===== src/rtl/viterbi_link_ctrl_if.sv =====
// Encoder/channel/decoder link bundle. Signal names are given from the controller's side,
// so "_i" marks what the controller receives and "_o" marks what it drives.
interface viterbi_link_ctrl_if;
    logic       pay_vld_i;
    logic       pay_bit_i;
    logic       pay_rdy_o;
    logic       enc_en_o;
    logic       enc_bit_o;
    logic [1:0] enc_sym_i;
    logic       enc_vld_i;
    logic [1:0] chan_sym_o;
    logic       dec_en_o;
    logic       dec_bit_i;

    modport slave (
        input  pay_vld_i, pay_bit_i, enc_sym_i, enc_vld_i, dec_bit_i,
        output pay_rdy_o, enc_en_o, enc_bit_o, chan_sym_o, dec_en_o
    );

    modport master (
        output pay_vld_i, pay_bit_i, enc_sym_i, enc_vld_i, dec_bit_i,
        input  pay_rdy_o, enc_en_o, enc_bit_o, chan_sym_o, dec_en_o
    );
endinterface


===== src/rtl/viterbi_link_ctrl.sv =====
// Frame sequencer for the encoder -> channel -> Viterbi link: feeds payload plus tail/flush
// zeros, corrupts scheduled channel symbols and scores decoded bits against a delayed copy.
module viterbi_link_ctrl #(
    parameter int         FRAME_LEN  = 256,
    parameter int         TAIL_LEN   = 2,
    parameter int         FLUSH_LEN  = 16,
    parameter int         DEC_LAT    = 20,
    parameter int         ERR_N      = 3,
    parameter int         ERR_WINDOW = 256,
    parameter logic [1:0] ERR_MASK   = 2'b01,
    parameter int         CW         = 16
) (
    input  logic                 clk,
    input  logic                 rst,
    input  logic                 start_i,
    input  logic                 inj_en_i,
    viterbi_link_ctrl_if.slave   lnk,
    output logic                 busy_o,
    output logic                 done_o,
    output logic [CW-1:0]        inj_ct_o,
    output logic [CW-1:0]        bit_err_o
);

    typedef enum logic [2:0] {S_IDLE, S_RUN, S_TAIL, S_FLUSH, S_DRAIN, S_DONE} state_e;

    // Zero-length tail/flush phases are bypassed at elaboration so no dead cycle appears.
    localparam state_e AFTER_TAIL = (FLUSH_LEN > 0) ? S_FLUSH : S_DRAIN;
    localparam state_e AFTER_RUN  = (TAIL_LEN > 0) ? S_TAIL : AFTER_TAIL;

    function automatic logic [CW-1:0] sat_inc(input logic [CW-1:0] v);
        return (&v) ? v : v + CW'(1);
    endfunction

    state_e        state_q, state_d;
    logic [CW-1:0] pay_ct_q, pay_ct_d;
    logic [CW-1:0] ph_ct_q, ph_ct_d;
    logic [CW-1:0] sym_ct_q, inj_ct_q, err_ct_q;
    logic          inj_en_q;
    logic [1:0]    chan_q;
    logic          dec_en_q;
    logic [1:0]    dly_q [DEC_LAT];   // {tag, bit}; tag marks payload bits only

    logic enc_en, enc_bit, pay_rdy, clr;
    logic inject, err_hit;

    always_comb begin
        state_d  = state_q;
        pay_ct_d = pay_ct_q;
        ph_ct_d  = ph_ct_q;
        enc_en   = 1'b0;
        enc_bit  = 1'b0;
        pay_rdy  = 1'b0;
        clr      = 1'b0;
        case (state_q)
            S_IDLE, S_DONE: begin
                if (start_i) begin
                    state_d = S_RUN;
                    clr     = 1'b1;
                end
            end
            S_RUN: begin
                pay_rdy = lnk.pay_vld_i;
                enc_en  = lnk.pay_vld_i;
                enc_bit = lnk.pay_vld_i & lnk.pay_bit_i;
                if (lnk.pay_vld_i) begin
                    pay_ct_d = sat_inc(pay_ct_q);
                    if (pay_ct_q == CW'(FRAME_LEN - 1)) begin
                        state_d = AFTER_RUN;
                        ph_ct_d = '0;
                    end
                end
            end
            S_TAIL: begin
                enc_en = 1'b1;
                if (ph_ct_q == CW'(TAIL_LEN - 1)) begin
                    state_d = AFTER_TAIL;
                    ph_ct_d = '0;
                end else begin
                    ph_ct_d = ph_ct_q + CW'(1);
                end
            end
            S_FLUSH: begin
                enc_en = 1'b1;
                if (ph_ct_q == CW'(FLUSH_LEN - 1)) begin
                    state_d = S_DRAIN;
                    ph_ct_d = '0;
                end else begin
                    ph_ct_d = ph_ct_q + CW'(1);
                end
            end
            S_DRAIN: begin
                if (ph_ct_q == CW'(DEC_LAT - 1)) begin
                    state_d = S_DONE;
                    ph_ct_d = '0;
                end else begin
                    ph_ct_d = ph_ct_q + CW'(1);
                end
            end
            default: state_d = S_IDLE;
        endcase
        if (clr) begin
            pay_ct_d = '0;
            ph_ct_d  = '0;
        end
    end

    assign inject  = inj_en_q && (32'(sym_ct_q) < ERR_WINDOW) && (&sym_ct_q[ERR_N-1:0]);
    assign err_hit = dly_q[DEC_LAT-1][1] && (lnk.dec_bit_i != dly_q[DEC_LAT-1][0]);

    always_ff @(posedge clk) begin
        if (rst) begin
            state_q  <= S_IDLE;
            pay_ct_q <= '0;
            ph_ct_q  <= '0;
            sym_ct_q <= '0;
            inj_ct_q <= '0;
            err_ct_q <= '0;
            inj_en_q <= 1'b0;
            chan_q   <= 2'b00;
            dec_en_q <= 1'b0;
            for (int i = 0; i < DEC_LAT; i++) dly_q[i] <= 2'b00;
        end else begin
            state_q  <= state_d;
            pay_ct_q <= pay_ct_d;
            ph_ct_q  <= ph_ct_d;
            dec_en_q <= lnk.enc_vld_i;
            if (lnk.enc_vld_i) chan_q <= lnk.enc_sym_i ^ (inject ? ERR_MASK : 2'b00);
            for (int i = DEC_LAT - 1; i > 0; i--) dly_q[i] <= dly_q[i-1];
            dly_q[0] <= {pay_rdy, enc_bit};
            if (clr) begin
                sym_ct_q <= '0;
                inj_ct_q <= '0;
                err_ct_q <= '0;
                inj_en_q <= inj_en_i;
            end else begin
                if (lnk.enc_vld_i) begin
                    sym_ct_q <= sat_inc(sym_ct_q);
                    if (inject) inj_ct_q <= sat_inc(inj_ct_q);
                end
                if (err_hit) err_ct_q <= sat_inc(err_ct_q);
            end
        end
    end

    assign lnk.pay_rdy_o  = pay_rdy;
    assign lnk.enc_en_o   = enc_en;
    assign lnk.enc_bit_o  = enc_bit;
    assign lnk.chan_sym_o = chan_q;
    assign lnk.dec_en_o   = dec_en_q;
    assign busy_o         = (state_q != S_IDLE) && (state_q != S_DONE);
    assign done_o         = (state_q == S_DONE);
    assign inj_ct_o       = inj_ct_q;
    assign bit_err_o      = err_ct_q;

endmodule

===== src/flat_wrapper.sv =====
// flat-port wrapper written by rule: the top's interface ports become plain ports
module viterbi_link_ctrl_flat 
#(
    parameter int         FRAME_LEN  = 256,
    parameter int         TAIL_LEN   = 2,
    parameter int         FLUSH_LEN  = 16,
    parameter int         DEC_LAT    = 20,
    parameter int         ERR_N      = 3,
    parameter int         ERR_WINDOW = 256,
    parameter logic [1:0] ERR_MASK   = 2'b01,
    parameter int         CW         = 16
)
  (clk, rst, start_i, inj_en_i, busy_o, done_o, inj_ct_o, bit_err_o, lnk_pay_vld_i, lnk_pay_bit_i, lnk_enc_sym_i, lnk_enc_vld_i, lnk_dec_bit_i, lnk_pay_rdy_o, lnk_enc_en_o, lnk_enc_bit_o, lnk_chan_sym_o, lnk_dec_en_o);
  viterbi_link_ctrl_if lnk_i ();
  input  logic clk;
  input  logic rst;
  input  logic start_i;
  input  logic inj_en_i;
  output logic busy_o;
  output logic done_o;
  output logic [CW-1:0] inj_ct_o;
  output logic [CW-1:0] bit_err_o;
  input wire logic [$bits(lnk_i.pay_vld_i)-1:0] lnk_pay_vld_i;
  input wire logic [$bits(lnk_i.pay_bit_i)-1:0] lnk_pay_bit_i;
  input wire logic [$bits(lnk_i.enc_sym_i)-1:0] lnk_enc_sym_i;
  input wire logic [$bits(lnk_i.enc_vld_i)-1:0] lnk_enc_vld_i;
  input wire logic [$bits(lnk_i.dec_bit_i)-1:0] lnk_dec_bit_i;
  output wire logic [$bits(lnk_i.pay_rdy_o)-1:0] lnk_pay_rdy_o;
  output wire logic [$bits(lnk_i.enc_en_o)-1:0] lnk_enc_en_o;
  output wire logic [$bits(lnk_i.enc_bit_o)-1:0] lnk_enc_bit_o;
  output wire logic [$bits(lnk_i.chan_sym_o)-1:0] lnk_chan_sym_o;
  output wire logic [$bits(lnk_i.dec_en_o)-1:0] lnk_dec_en_o;
  assign lnk_i.pay_vld_i = lnk_pay_vld_i;
  assign lnk_i.pay_bit_i = lnk_pay_bit_i;
  assign lnk_i.enc_sym_i = lnk_enc_sym_i;
  assign lnk_i.enc_vld_i = lnk_enc_vld_i;
  assign lnk_i.dec_bit_i = lnk_dec_bit_i;
  assign lnk_pay_rdy_o = lnk_i.pay_rdy_o;
  assign lnk_enc_en_o = lnk_i.enc_en_o;
  assign lnk_enc_bit_o = lnk_i.enc_bit_o;
  assign lnk_chan_sym_o = lnk_i.chan_sym_o;
  assign lnk_dec_en_o = lnk_i.dec_en_o;
  viterbi_link_ctrl #(.FRAME_LEN(FRAME_LEN), .TAIL_LEN(TAIL_LEN), .FLUSH_LEN(FLUSH_LEN), .DEC_LAT(DEC_LAT), .ERR_N(ERR_N), .ERR_WINDOW(ERR_WINDOW), .ERR_MASK(ERR_MASK), .CW(CW)) u_core (.clk(clk), .rst(rst), .start_i(start_i), .inj_en_i(inj_en_i), .lnk(lnk_i), .busy_o(busy_o), .done_o(done_o), .inj_ct_o(inj_ct_o), .bit_err_o(bit_err_o));
endmodule

===== config.mk =====
export PLATFORM = sky130hd
export DESIGN_NAME = viterbi_link_ctrl_flat
export DESIGN_NICKNAME = d
export VERILOG_FILES = /design/src/rtl/viterbi_link_ctrl_if.sv /design/src/rtl/viterbi_link_ctrl.sv /design/src/flat_wrapper.sv
export SDC_FILE = /design/constraint.sdc
export NUM_CORES = 1
export LEC_CHECK = 0
export CAP_MARGIN = 20
export CORE_MARGIN = 1
export CORE_UTILIZATION = 35
export CTS_CLUSTER_DIAMETER = 80
export DETAILED_ROUTE_END_ITERATION = 8
export PLACE_DENSITY = 0.65
export SLEW_MARGIN = 20
export SYNTH_ARGS = -nofsm -noshare
export SYNTH_HDL_FRONTEND = slang
export SYNTH_SLANG_ARGS = --single-unit

===== constraint.sdc =====
create_clock -name clk -period 2.27 [get_ports clk]
set_input_delay 0.454 -clock clk [delete_from_list [all_inputs] [get_ports clk]]
set_output_delay 0.454 -clock clk [all_outputs]
set_load 0.01 [all_outputs]

After elaboration in Yosys (flattened, before gate mapping)
Memories as Yosys holds them, arrays and structs flattened.
Index checks and enable logic that the tools add are counted.
- register bits: 87
- RAM bits: 40
- input bits: 10
- memories: 1
- add/subtract/negate cells: 5
- magnitude comparators: 1
- equality and inequality tests: 17
- multiplexer cells: 42
- bitwise operators: 26
- reductions and logical operators: 21
- memories (memory ; words ; bits a word ; read ports ; clocked after memory_dff ; wr ports ; RTL line ; source):
    u_core.dly_q ; 20 ; 2 ; 20 ; 0 ; 20 ; viterbi_link_ctrl.sv:41 ; logic [1:0] dly_q [DEC_LAT];
- operators by type and width (operator ; count):
    $add A16 B1 Y16 const B ; 5
    $mux W16 ; 5
    $pmux W16 S4 ; 1
    $reduce_and A16 Y1 ; 4
    $mux W2 ; 20
    $or A1 B1 Y1 ; 20
    $mux W3 ; 6
    $eq A16 B1 Y1 const B ; 1
    $eq A16 B4 Y1 const B ; 1
    $eq A16 B5 Y1 const B ; 1
    $eq A16 B8 Y1 const B ; 1
    $lt A16 B9 Y1 const B ; 1
    $pmux W3 S5 ; 1
    $reduce_and A3 Y1 ; 4
    $mux W1 ; 8
    $ne A2 B1 Y1 const B ; 4
    $eq A3 B2 Y1 const B ; 2
    $eq A3 B3 Y1 const B ; 2
    $reduce_and A6 Y1 ; 1
    $reduce_or A2 Y1 ; 3
    $logic_and A1 B1 Y1 ; 4
    $ne A2 B2 Y1 const B ; 2
    $not A1 Y1 ; 4
    $reduce_and A2 Y1 ; 2
    other kinds (9) ; 9

Longest topological paths before layout
- word-level depth: 5
- mapped depth: 9
- depth with buffers taken out: 8

Worst setup path after synthesis
No wires, ideal clock.
- path kind: register to register
- start: register u_core.sym_ct_q[0]
- end: register u_core.inj_ct_q[4], in the netlist u_core.inj_ct_o[4]
- arrival: 1.800 ns
- data required time: 2.142 ns
- path slack: 0.342 ns
- stages on the path, launching flop included: 10
- buffers on the path: 1
- clock period less this slack: 1.928 ns
- cell sequence: dfxtp_1 ha_1 ha_1 nor4b_1 nand4_1 a41oi_1 buf_2 nand4_1 xor2_1 nor2_1
- longest elaborated chain between the ends: 4
- elaborated cells between the ends (all ways): 5
- those cells by class: order compare: 1; reduce/logical: 4
- ends and longest elaborated chain (item ; RTL line ; source):
    start, declared ; viterbi_link_ctrl.sv:37 ; logic [CW-1:0] sym_ct_q, inj_ct_q, err_ct_q;
    start signal, assigned ; viterbi_link_ctrl.sv:137 ; sym_ct_q <= sat_inc(sym_ct_q);
    $lt A16 B9 Y1 ; viterbi_link_ctrl.sv:107 ; assign inject = inj_en_q && (32'(sym_ct_q) < ERR_WINDOW) && (&sym_ct_q[ERR_N-1:0]);
    $logic_and A1 B1 Y1 ; viterbi_link_ctrl.sv:107 ;
    $logic_and A1 B1 Y1 * ; viterbi_link_ctrl.sv:107 ;
    $reduce_and A3 Y1 (no source line) * ; n/a ;
    end signal, assigned ; viterbi_link_ctrl.sv:138 ; if (inject) inj_ct_q <= sat_inc(inj_ct_q);
    end, declared ; viterbi_link_ctrl.sv:37 ;
Mark *: on every way between the ends. The rest lies on a longest branch, timed or not.
A chain may end at the register's enable or synchronous reset.

Worst setup path after layout
- start: register u_core.state_q[2]
- end: output done_o
- longest elaborated chain between the ends: 1
- ends and longest elaborated chain (item ; RTL line ; source):
    start, declared ; viterbi_link_ctrl.sv:34 ; state_e state_q, state_d;
    start signal, assigned ; viterbi_link_ctrl.sv:123 ; state_q <= state_d;
    $eq A3 B3 Y1 ; viterbi_link_ctrl.sv:151 ; assign done_o = (state_q == S_DONE);
    end, declared ; flat_wrapper.sv:20 ; output logic done_o;
No other way between the ends.

==> reports/results.txt <==
outcome: finished, final reports clean
simple-gate portion of the synthesized area: 0.281
crit share post-route: 0.949
worst vdd rail ir drop: 0.000525 V
area of the mapped netlist: 0.00539 sq mm
worst r2r dst: u_core.inj_ct_o[9]
number of placed I/O pins: 50
Syn Nets: 615
final-report hold violation count: 0
total number of cells along the worst setup path: 3
MaxCap Viol Count: 0
average via count per standard cell: 5.06
DRC marker count from the first detailed-route iteration: 196
area fraction in compound gates after synthesis: 0.0936
count of yosys warnings during synthesis: 0
clock tree from TritonCTS: done
sequential fraction of the synthesis area: 0.472
total clock buffers created by CTS: 17
final cell count without fillers: 869
number of instances in the synthesized netlist: 598
Pleak: 0.00237 uW
crit path time final: 2.15 ns
Setup WS pre-CTS: -0.0533 ns
worst hold slack: 0.432 ns
global routing met2 resource utilization: 0.248
Buffers & Inverters on Critical Path: 2
total power density per cell area: 835 mW/mm^2
area of the die: 0.0159 sq mm
Slew Viols, Final: 0
first drt pass iteration count: 4
total core area: 0.0148 sq mm
critical path class: reg2out
share of cells above drive strength 1: 0.120
crit-path max cell delay: 0.55 ns
startpoint of the most critical setup path: u_core.state_q[2]
sum of negative setup slack: 0 ns
die boundary width: 126 microns
Starting Density: 0.365
Clk Latency, worst-skew pair: 0.42 ns
Worst Tran Pin Value: 0.580 ns
peak fanout along the critical path: 8
largest net degree at the start of global routing: 59
wire length of the first global-routing pass: 19100 microns
number of nets at the end of the flow: 689
Post-Synth Adder-Cell Area: 0.0163
count of flip-flops with a built-in enable after synthesis: 0
Total Power: 5690 uW
critical path startpoint category: register
level count of the clock H-tree: 4
number of antenna violations at the first check in global routing: 0
antenna fix cells: 0
layer with the highest usage: met2
series of cell instances along the critical path: buf_4 > and3_1 > clkdlybuf4s50_1
slowest library cell on the worst path: clkdlybuf4s50_1
xor/xnor share of the synthesized area: 0.0862
detailed-placement wirelength estimate: 7640 microns
clock net sink count: 127
clock-pin slew reported for the worst setup and hold paths after clock tree synthesis: 0.06 ns
GR Layer Usage met3: 0.0412
combined area of the multi-input logic cells: 0.00268 sq mm
Required @ worst endpoint: 1.82 ns
number of instances in the placed design: 834
area delta synth->final: 26.4%
Sequential cell area: 0.00254 sq mm
clock skew: 0.00747 ns
main combinational cell family by area after synthesis: simple AND/OR/NAND/NOR gates
Vias: 4394
setup violation total in the final timing report: 0
flip-flop cell with the highest count after synthesis: dfxtp_1
via count of the first global-routing pass: 4222
total DRC errors in the routed layout: 0
crit-path leading delay family: buffers and inverters
CTS root buf: clkbuf_16
headroom to the max-slew limit: 0.611
synthesized area per cell: 9.01 sq um
internal reg-to-reg setup slack: 0.16 ns
type of the worst min-delay path: reg2reg
final worst-path setup slack: 0.117 ns
Crit. End Element: primary output
final weighted congestion in routability-driven placement: 0.826
data arrival time of the critical path: 1.70 ns
timing-limited maximum frequency: 464 MHz
post-synthesis mux area share: 0.0177
WL final: 11000 microns
met1 demand-to-capacity share in global routing: 0.176
Clock Tree Buf Depth: 2
Chip Height: 126 microns
Post-DRT Antenna Nets: 0
standard-cell row count: 44
library cells used by synthesis: 61
r2r worst-path depth: 9
synthesis-stage register bit count: 127
reg2reg start: u_core.sym_ct_q[0]
fraction of registers with async set/reset: 0
global route overflow: 0
number of fill cells in the layout: 1431
worst setup path endpoint: done_o
count of input and output buffers: 49
total global-route track usage: 0.150
wire length per cell after detailed routing: 12.7 microns
[logic make-up after synthesis]
family | Yosys count
muxes | 9
buffers and inverters | 41
DFF | 127
xor gates and xnor gates | 53
and+or+nand+nor | 286
AOI/OAI and AO/OA | 75
adders and majority gates | 7
[metrics by stage]
stage / util / instance area [sq um]
after floorplan: - / 5390
after global placement: 0.421 / 6200
after detailed placement: 0.421 / 6200
after CTS: 0.459 / 6770
after global routing: 0.461 / 6810
final: 0.461 / 6810
[flip-flops by register name (all words and copies together) (netlist names)]
signal	cells
u_core.inj_ct_o	16
u_core.sym_ct_q	16
u_core.lnk.chan_sym_o	2
u_core.pay_ct_q	16
u_core.lnk.dec_en_o	1
u_core.inj_en_q	1
u_core.ph_ct_q	16
u_core.state_q	3
u_core.bit_err_o	16
u_core.dly_q	40
[worst min path at each step]
| stage | slack (ns) | cells after the start | startpoint | endpoint |
|---|---|---|---|---|
| after floorplan | 0.41 | 1 | u_core.dly_q[0][8] | u_core.dly_q[0][10] |
| after global placement | 0.42 | 1 | u_core.dly_q[0][31] | u_core.dly_q[0][33] |
| after detailed placement | 0.42 | 1 | u_core.dly_q[0][10] | u_core.dly_q[0][12] |
| after CTS | 0.44 | 1 | u_core.dly_q[0][10] | u_core.dly_q[0][12] |
| after global routing | 0.45 | 1 | u_core.dly_q[0][19] | u_core.dly_q[0][21] |
| final | 0.43 | 1 | u_core.dly_q[0][10] | u_core.dly_q[0][12] |
[synth_stat cells, types with 3 or more instances]
| cell type | n | share of area |
|---|---|---|
| a21oi_1 | 21 | 0.020 |
| a31oi_1 | 4 | 0.0046 |
| and2_1 | 5 | 0.0058 |
| and3_1 | 7 | 0.0081 |
| and4_1 | 9 | 0.015 |
| buf_1 | 3 | 0.0021 |
| buf_2 | 8 | 0.0074 |
| buf_4 | 4 | 0.0056 |
| clkbuf_1 | 6 | 0.0042 |
| dfxtp_1 | 127 | 0.47 |
| ha_1 | 7 | 0.016 |
| inv_1 | 19 | 0.013 |
| mux2i_1 | 7 | 0.013 |
| nand2_1 | 36 | 0.025 |
| nand3_1 | 34 | 0.032 |
| nand4_1 | 24 | 0.028 |
| nor2_1 | 78 | 0.054 |
| nor2b_1 | 44 | 0.051 |
| nor3_1 | 12 | 0.011 |
| nor4_1 | 6 | 0.0070 |
| nor4b_1 | 4 | 0.0065 |
| o21ai_0 | 21 | 0.020 |
| o311ai_0 | 3 | 0.0049 |
| or3_1 | 14 | 0.016 |
| xnor2_1 | 25 | 0.041 |
| xor2_1 | 28 | 0.046 |
[power by group]
part / leakage [uW] / switching, uW / internal [uW]
logic: 0.00108 / 441 / 352
registers: 0.00103 / 38.8 / 2280
clock network: 0.000260 / 1060 / 1520
[area by class of cell]
type	count	area share
flip-flops and latches	127	0.374
repair buffers	76	0.105
clock inverters	14	0.0197
multi-input cells	430	0.393
well taps	184	0.0338
clock buffers	18	0.0630
inverters	20	0.0110
[worst register-to-register path, delay by kind of cell (launching register included)]
kind | cells | cell delay [ns]
AOI/OAI and AO/OA | 2 | 0.33
adders and majority gates | 2 | 0.37
buffers and inverters | 1 | 0.18
DFF | 1 | 0.39
and+or+nand+nor | 4 | 0.78
[layout by cell type (no fill, tap or decap), types with 9 or more instances in the layout]
master / synthesis / layout
a21oi_1: 21 / 21
and4_1: 9 / 9
buf_4: 4 / 24
clkbuf_16: 0 / 17
clkdlybuf4s50_1: 0 / 44
dfxtp_1: 127 / 125
inv_1: 19 / 19
nand2_1: 36 / 36
nand3_1: 34 / 34
nand4_1: 24 / 24
nor2_1: 78 / 78
nor2b_1: 44 / 44
nor3_1: 12 / 11
o21ai_0: 21 / 21
or3_1: 14 / 14
xnor2_1: 25 / 25
xor2_1: 28 / 28
[layer usage]
layer | up-vias | share of wire
met2 | 84 | 0.47
met3 | 20 | 0.034
li1 | 2227 | -
met1 | 2063 | 0.47
met4 | 0 | 0.026
met5 | - | 0
[repair_timing]
action / 4_1_cts / 5_1_grt
gates resized for setup: 4 / 5
setup endpoints to repair: 4 / 11
hold buffers: 0 / 0
endpoints found under the hold margin: 0 / 0
setup buffers: 1 / 2
pin swaps: 1 / 1
Note: power is estimated with default switching activity, not from simulation.
